===== config.mk =====
export PLATFORM = sky130hd
export DESIGN_NAME = mcs6530_bus_master
export DESIGN_NICKNAME = d
export VERILOG_FILES = /design/src/rtl/mcs6530_pkg.sv /design/src/rtl/irq_sync.sv /design/src/rtl/mcs6530_bus_master.sv
export SDC_FILE = /design/constraint.sdc
export NUM_CORES = 1
export LEC_CHECK = 0
export CORE_MARGIN = 2
export CORE_UTILIZATION = 45
export DETAILED_ROUTE_END_ITERATION = 6
export GPL_TIMING_DRIVEN = 0
export PLACE_DENSITY = 0.8
export SETUP_SLACK_MARGIN = 0.5
export SYNTH_ARGS = -nofsm -noshare
export SYNTH_HDL_FRONTEND = slang
export SYNTH_SLANG_ARGS = --single-unit

===== constraint.sdc =====
create_clock -name phi2 -period 2.1 [get_ports phi2]
set_input_delay 0.315 -clock phi2 [delete_from_list [all_inputs] [get_ports phi2]]
set_output_delay 0.315 -clock phi2 [all_outputs]
set_load 0.05 [all_outputs]

===== src/rtl/mcs6530_pkg.sv =====
// Shared types and constants for the mcs6530 bus initiator: FSM states and the
// idle-bus pattern, which deselects every space in the responder.
package mcs6530_pkg;

    typedef enum logic [1:0] {
        S_IDLE = 2'd0,
        S_BUS  = 2'd1,
        S_WAIT = 2'd2,
        S_RESP = 2'd3
    } state_t;

    localparam logic [9:0] IDLE_A           = 10'h000;
    localparam logic [7:0] IDLE_DI          = 8'h00;
    localparam logic       IDLE_WE_N        = 1'b1;
    localparam logic       IDLE_RS0         = 1'b0;
    localparam logic       IDLE_CS1         = 1'b0;
    localparam logic [7:0] OPEN_BUS_DEFAULT = 8'hFF;

endpackage


===== src/rtl/irq_sync.sv =====
// Two-flop synchroniser for the responder IRQ, with a registered rising-edge
// pulse that coincides with the first high cycle of the level.
module irq_sync (
    input  logic clk,
    input  logic rst,
    input  logic din,
    output logic level,
    output logic rise
);

    logic meta;

    always_ff @(posedge clk or posedge rst) begin
        if (rst) begin
            meta  <= 1'b0;
            level <= 1'b0;
            rise  <= 1'b0;
        end else begin
            meta  <= din;
            level <= meta;
            rise  <= meta & ~level;
        end
    end

endmodule


===== src/rtl/mcs6530_bus_master.sv =====
// Single-beat bus initiator for the mcs6530 RRIOT: turns request/response
// handshakes into 6502-style bus cycles and flags reads that never see OE.
module mcs6530_bus_master
    import mcs6530_pkg::*;
#(
    parameter int         WAIT_MAX = 4,
    parameter logic [7:0] OPEN_BUS = OPEN_BUS_DEFAULT
) (
    input  logic       phi2,
    input  logic       rst,
    input  logic       req_valid,
    output logic       req_ready,
    input  logic       req_we,
    input  logic       req_rom,
    input  logic [9:0] req_addr,
    input  logic [7:0] req_wdata,
    output logic       rsp_valid,
    input  logic       rsp_ready,
    output logic [7:0] rsp_data,
    output logic       rsp_err,
    output logic [9:0] bus_a,
    output logic [7:0] bus_di,
    output logic       bus_we_n,
    output logic       bus_rs0,
    output logic       bus_cs1,
    input  logic [7:0] bus_do,
    input  logic       bus_oe,
    input  logic       bus_irq,
    output logic       irq_level,
    output logic       irq_rise
);

    localparam int              CW       = $clog2(WAIT_MAX + 1);
    localparam logic [CW-1:0]   CNT_LAST = CW'(WAIT_MAX - 1);
    localparam logic [CW-1:0]   CNT_MAX  = CW'(WAIT_MAX);

    state_t        state;
    logic [CW-1:0] wait_cnt;

    // The registered bus outputs double as the latched request: bus_we_n
    // still holds ~we while in BUS, so no separate copy is kept.
    always_ff @(posedge phi2 or posedge rst) begin
        if (rst) begin
            state     <= S_IDLE;
            wait_cnt  <= '0;
            req_ready <= 1'b0;
            rsp_valid <= 1'b0;
            rsp_data  <= 8'h00;
            rsp_err   <= 1'b0;
            bus_a     <= IDLE_A;
            bus_di    <= IDLE_DI;
            bus_we_n  <= IDLE_WE_N;
            bus_rs0   <= IDLE_RS0;
            bus_cs1   <= IDLE_CS1;
        end else begin
            case (state)
                S_IDLE: begin
                    req_ready <= 1'b1;
                    if (req_valid && req_ready) begin
                        bus_a     <= req_addr;
                        bus_di    <= req_we ? req_wdata : 8'h00;
                        bus_we_n  <= ~req_we;
                        bus_rs0   <= ~req_rom;
                        bus_cs1   <= req_rom;
                        req_ready <= 1'b0;
                        state     <= S_BUS;
                    end
                end
                S_BUS: begin
                    if (!bus_we_n) begin
                        rsp_data  <= 8'h00;
                        rsp_err   <= 1'b0;
                        rsp_valid <= 1'b1;
                        bus_a     <= IDLE_A;
                        bus_di    <= IDLE_DI;
                        bus_we_n  <= IDLE_WE_N;
                        bus_rs0   <= IDLE_RS0;
                        bus_cs1   <= IDLE_CS1;
                        state     <= S_RESP;
                    end else begin
                        wait_cnt <= '0;
                        state    <= S_WAIT;
                    end
                end
                S_WAIT: begin
                    if (bus_oe || wait_cnt >= CNT_LAST) begin
                        rsp_data  <= bus_oe ? bus_do : OPEN_BUS;
                        rsp_err   <= ~bus_oe;
                        rsp_valid <= 1'b1;
                        bus_a     <= IDLE_A;
                        bus_di    <= IDLE_DI;
                        bus_we_n  <= IDLE_WE_N;
                        bus_rs0   <= IDLE_RS0;
                        bus_cs1   <= IDLE_CS1;
                        state     <= S_RESP;
                    end else if (wait_cnt != CNT_MAX) begin
                        wait_cnt <= wait_cnt + 1'b1;
                    end
                end
                S_RESP: begin
                    if (rsp_ready) begin
                        rsp_valid <= 1'b0;
                        req_ready <= 1'b1;
                        state     <= S_IDLE;
                    end
                end
                default: state <= S_IDLE;
            endcase
        end
    end

    irq_sync u_irq_sync (
        .clk   (phi2),
        .rst   (rst),
        .din   (bus_irq),
        .level (irq_level),
        .rise  (irq_rise)
    );

endmodule


==> run metrics <==
Synth Area in Simple Gates 16.6%; worst clock skew 0.00417 ns; post-synthesis adder-cell area fraction 4.51%; Die X 69.7 um; setup total negative slack 0 ns; crit-path cells ha_4, ha_4, a2111oi_4, buf_4, a21oi_4, nand2b_1, mux2_4; RSZ-0062 raised after global routing true; met2 wire length 2270 um; largest family of logic cells by synthesized area compound AO/OA/AOI/OAI gates; Syn Nets 232; placed insts 308; Clock Latency Late Sink 0.30 ns; Hold Path Class flip-flop to flip-flop; fmax 0.565 GHz; Max Root-Sink Buffers 2; Slew @ Worst Pin 0.832 ns; CP Data Arrival Time 1.95 ns; Final Hold Viols 0; peak supply drop 1.21 mV; most frequent CP cell ha_4; Mapped Avg Cell Area 10.2 um2; initial core utilization 47.5%; I/O pin total 68; chip height 69.7 um; post-synthesis sequential area ratio 51.6%; Max FO, Critical Path 3; Root Driver clkbuf_8; met3 wire length 206 um; cell family with most CP delay flip-flops; n_diodes 0; initial DRC count 70; Core Area 4090 um2; Detail Route Antenna Nets 0; final std cells w/o fill 324; worst rel slew slack 44.5%; # rows 23; grt ovf 0; clk sinks 40; Pwr Density 1760 nW/um2; DRC 0; Primary FF master, synth dfrtp_1; DR vias/cell 5.10; register area 1000 um2; flops & latches, synth 40; Routed WL 4530 um; fillers 303; Synth area leaders dfrtp_1, o21ai_2, nand2_1; via count 1,653; Async SR Flop Fraction 100%; clock-pin slew on the worst setup and hold paths 0.08 ns; Slowest-stage cell, CP dfrtp_2; Yosys warning count 0; number of max-cap violations 0; first-pass GRT wire length 7410 um; commonest cells after routing, fill and taps aside dfrtp_1, clkdlybuf4s50_1, dlygate4sd2_1; mux cell area share after synthesis 1.10%; WL/cell 14.0 um; CP peak stage delay 0.43 ns; commonest non-fill, non-tap cell in the layout dfrtp_1; CTS tree built; Total GRT Usage 18.9%; nets@finish 315; initial antenna violation count 0; Compound-Gate Fraction of Synth Area 21.3%; PortBufs 67; post-route clock period utilization 84.4%; Slew Viols, Final 0; Synth top area share 50.3%; CP bufs+invs 1; share of cells above drive strength 1 32.1%; footprint of the multi-input gates 1020 um2; Clock H-tree levels 2; Placer Congestion 0.832; post-DP HPWL 3030 um; Final min period 1.77 ns; top sig layer met4; vias in the first global route 1,608; worst path required time 2.28 ns; wire length on met1 1990 um; Crit Path Class flip-flop to flip-flop; Syn-to-layout area delta 54.2%; Cells after Synth 191; CP Capture Type flip-flop; xor/xnor share of the synthesized area 0%; Unique masters post-synth 33; Post-synth EDFFs 0; largest net degree at the start of global routing 41; Synth area leader dfrtp_1; endpoints failing setup 0; Setup crit start kind flip-flop; DRT Pass-1 Iters 4; clock buffer count from CTS 5; status completed; mapped cell area 1940 um2; leak pwr 1.37 nW; die area 4850 um2
## report_power, final
part           switching, mW  internal, mW
clock                  0.263         0.226
combinational           2.19          1.36
sequential             0.174          1.05
total                   2.63          2.63
## layer usage
layer  GRT usage, %  vias up
met5              0        -
li1               -      811
met4           7.05        0
met2           31.6       49
met3           3.92        6
met1           24.3      787
## registers in the layout, summed over array words and instances, names as in the netlist
| signal | count |
|---|---|
| bus_a | 10 |
| bus_di | 8 |
| rsp_data | 8 |
| wait_cnt | 3 |
| state | 2 |
| bus_cs1 | 1 |
| bus_rs0 | 1 |
| bus_we_n | 1 |
| req_ready | 1 |
| rsp_err | 1 |
| rsp_valid | 1 |
| u_irq_sync.level | 1 |
| u_irq_sync.meta | 1 |
| u_irq_sync.rise | 1 |
## timing repair
| action | CTS | global route |
|---|---|---|
| setup endpoints to repair | 69 | 36 |
| pin swaps | 7 | 7 |
| cloned | 0 | 0 |
| setup buffers | 3 | 6 |
| gates resized for setup | 48 | 31 |
| hold buffers | 0 | 0 |
## synth_stat cells, drive strengths merged (2+ instances only)
master / number
ha: 7
nand3: 4
o21ai: 28
dfrtp: 39
nand2b: 14
o32a: 2
nand2: 35
clkbuf: 3
nor2: 12
o22a: 2
a21oi: 12
buf: 5
nor2b: 3
inv: 8
o31ai: 2
## per-stage QoR
| step | hold slack (ns) | power (mW) | worst slack (ns) | util, % | cell area, um2 |
|---|---|---|---|---|---|
| 6_report | 0.371 | 5.26 | 0.329 | 73.2 | 2990 |
| 5_1_grt | 0.395 | 5.59 | 0.270 | 73.2 | 2990 |
| 2_1_floorplan | 0.346 | 3.60 | 0.338 | - | 2010 |
| 3_3_place_gp | 0.351 | 4.41 | 0.00287 | 67.1 | 2740 |
| 4_1_cts | 0.377 | 4.91 | 0.277 | 69.5 | 2840 |
| 3_5_place_dp | 0.363 | 4.46 | 0.0929 | 67.1 | 2740 |
## cell families (layout without fill, tap and decap cells)
kind of cell,after synthesis,after routing
buffers and inverters,17,100
AO/OA/AOI/OAI,54,54
AND/OR/NAND/NOR,71,71
adder cells (fa/ha/maj),7,7
flip-flops,40,40
multiplexers,2,2
## layout make-up
class	count	area share, %
Buffer	8	2.97
Clock buffer	6	2.43
Clock inverter	1	0.167
Inverter	9	1.13
Multi-Input combinational cell	134	34.0
Sequential cell	40	33.6
Tap cell	50	2.09
Timing Repair Buffer	76	23.6
## worst reg2reg max path, cell delays in order, from the launching register on
cell	delay [ns]
dfrtp_2	0.43
ha_4	0.18
ha_4	0.16
a2111oi_4	0.21
buf_4	0.20
a21oi_4	0.06
nand2b_1	0.12
mux2_4	0.31
## worst paths after layout
kind | end | depth (start not counted) | start | slack, ns
max | state[1] | 7 | wait_cnt[0] | 0.33
min | u_irq_sync.level | 0 | u_irq_sync.meta | 0.37
max reg2reg | state[1] | 7 | wait_cnt[0] | 0.33
min reg2reg | u_irq_sync.level | 0 | u_irq_sync.meta | 0.37
max in group asynchronous | wait_cnt[0] | 2 | rst | 1.02
min in group asynchronous | u_irq_sync.level | 2 | rst | 0.50
(Power assumes the default switching activity.)
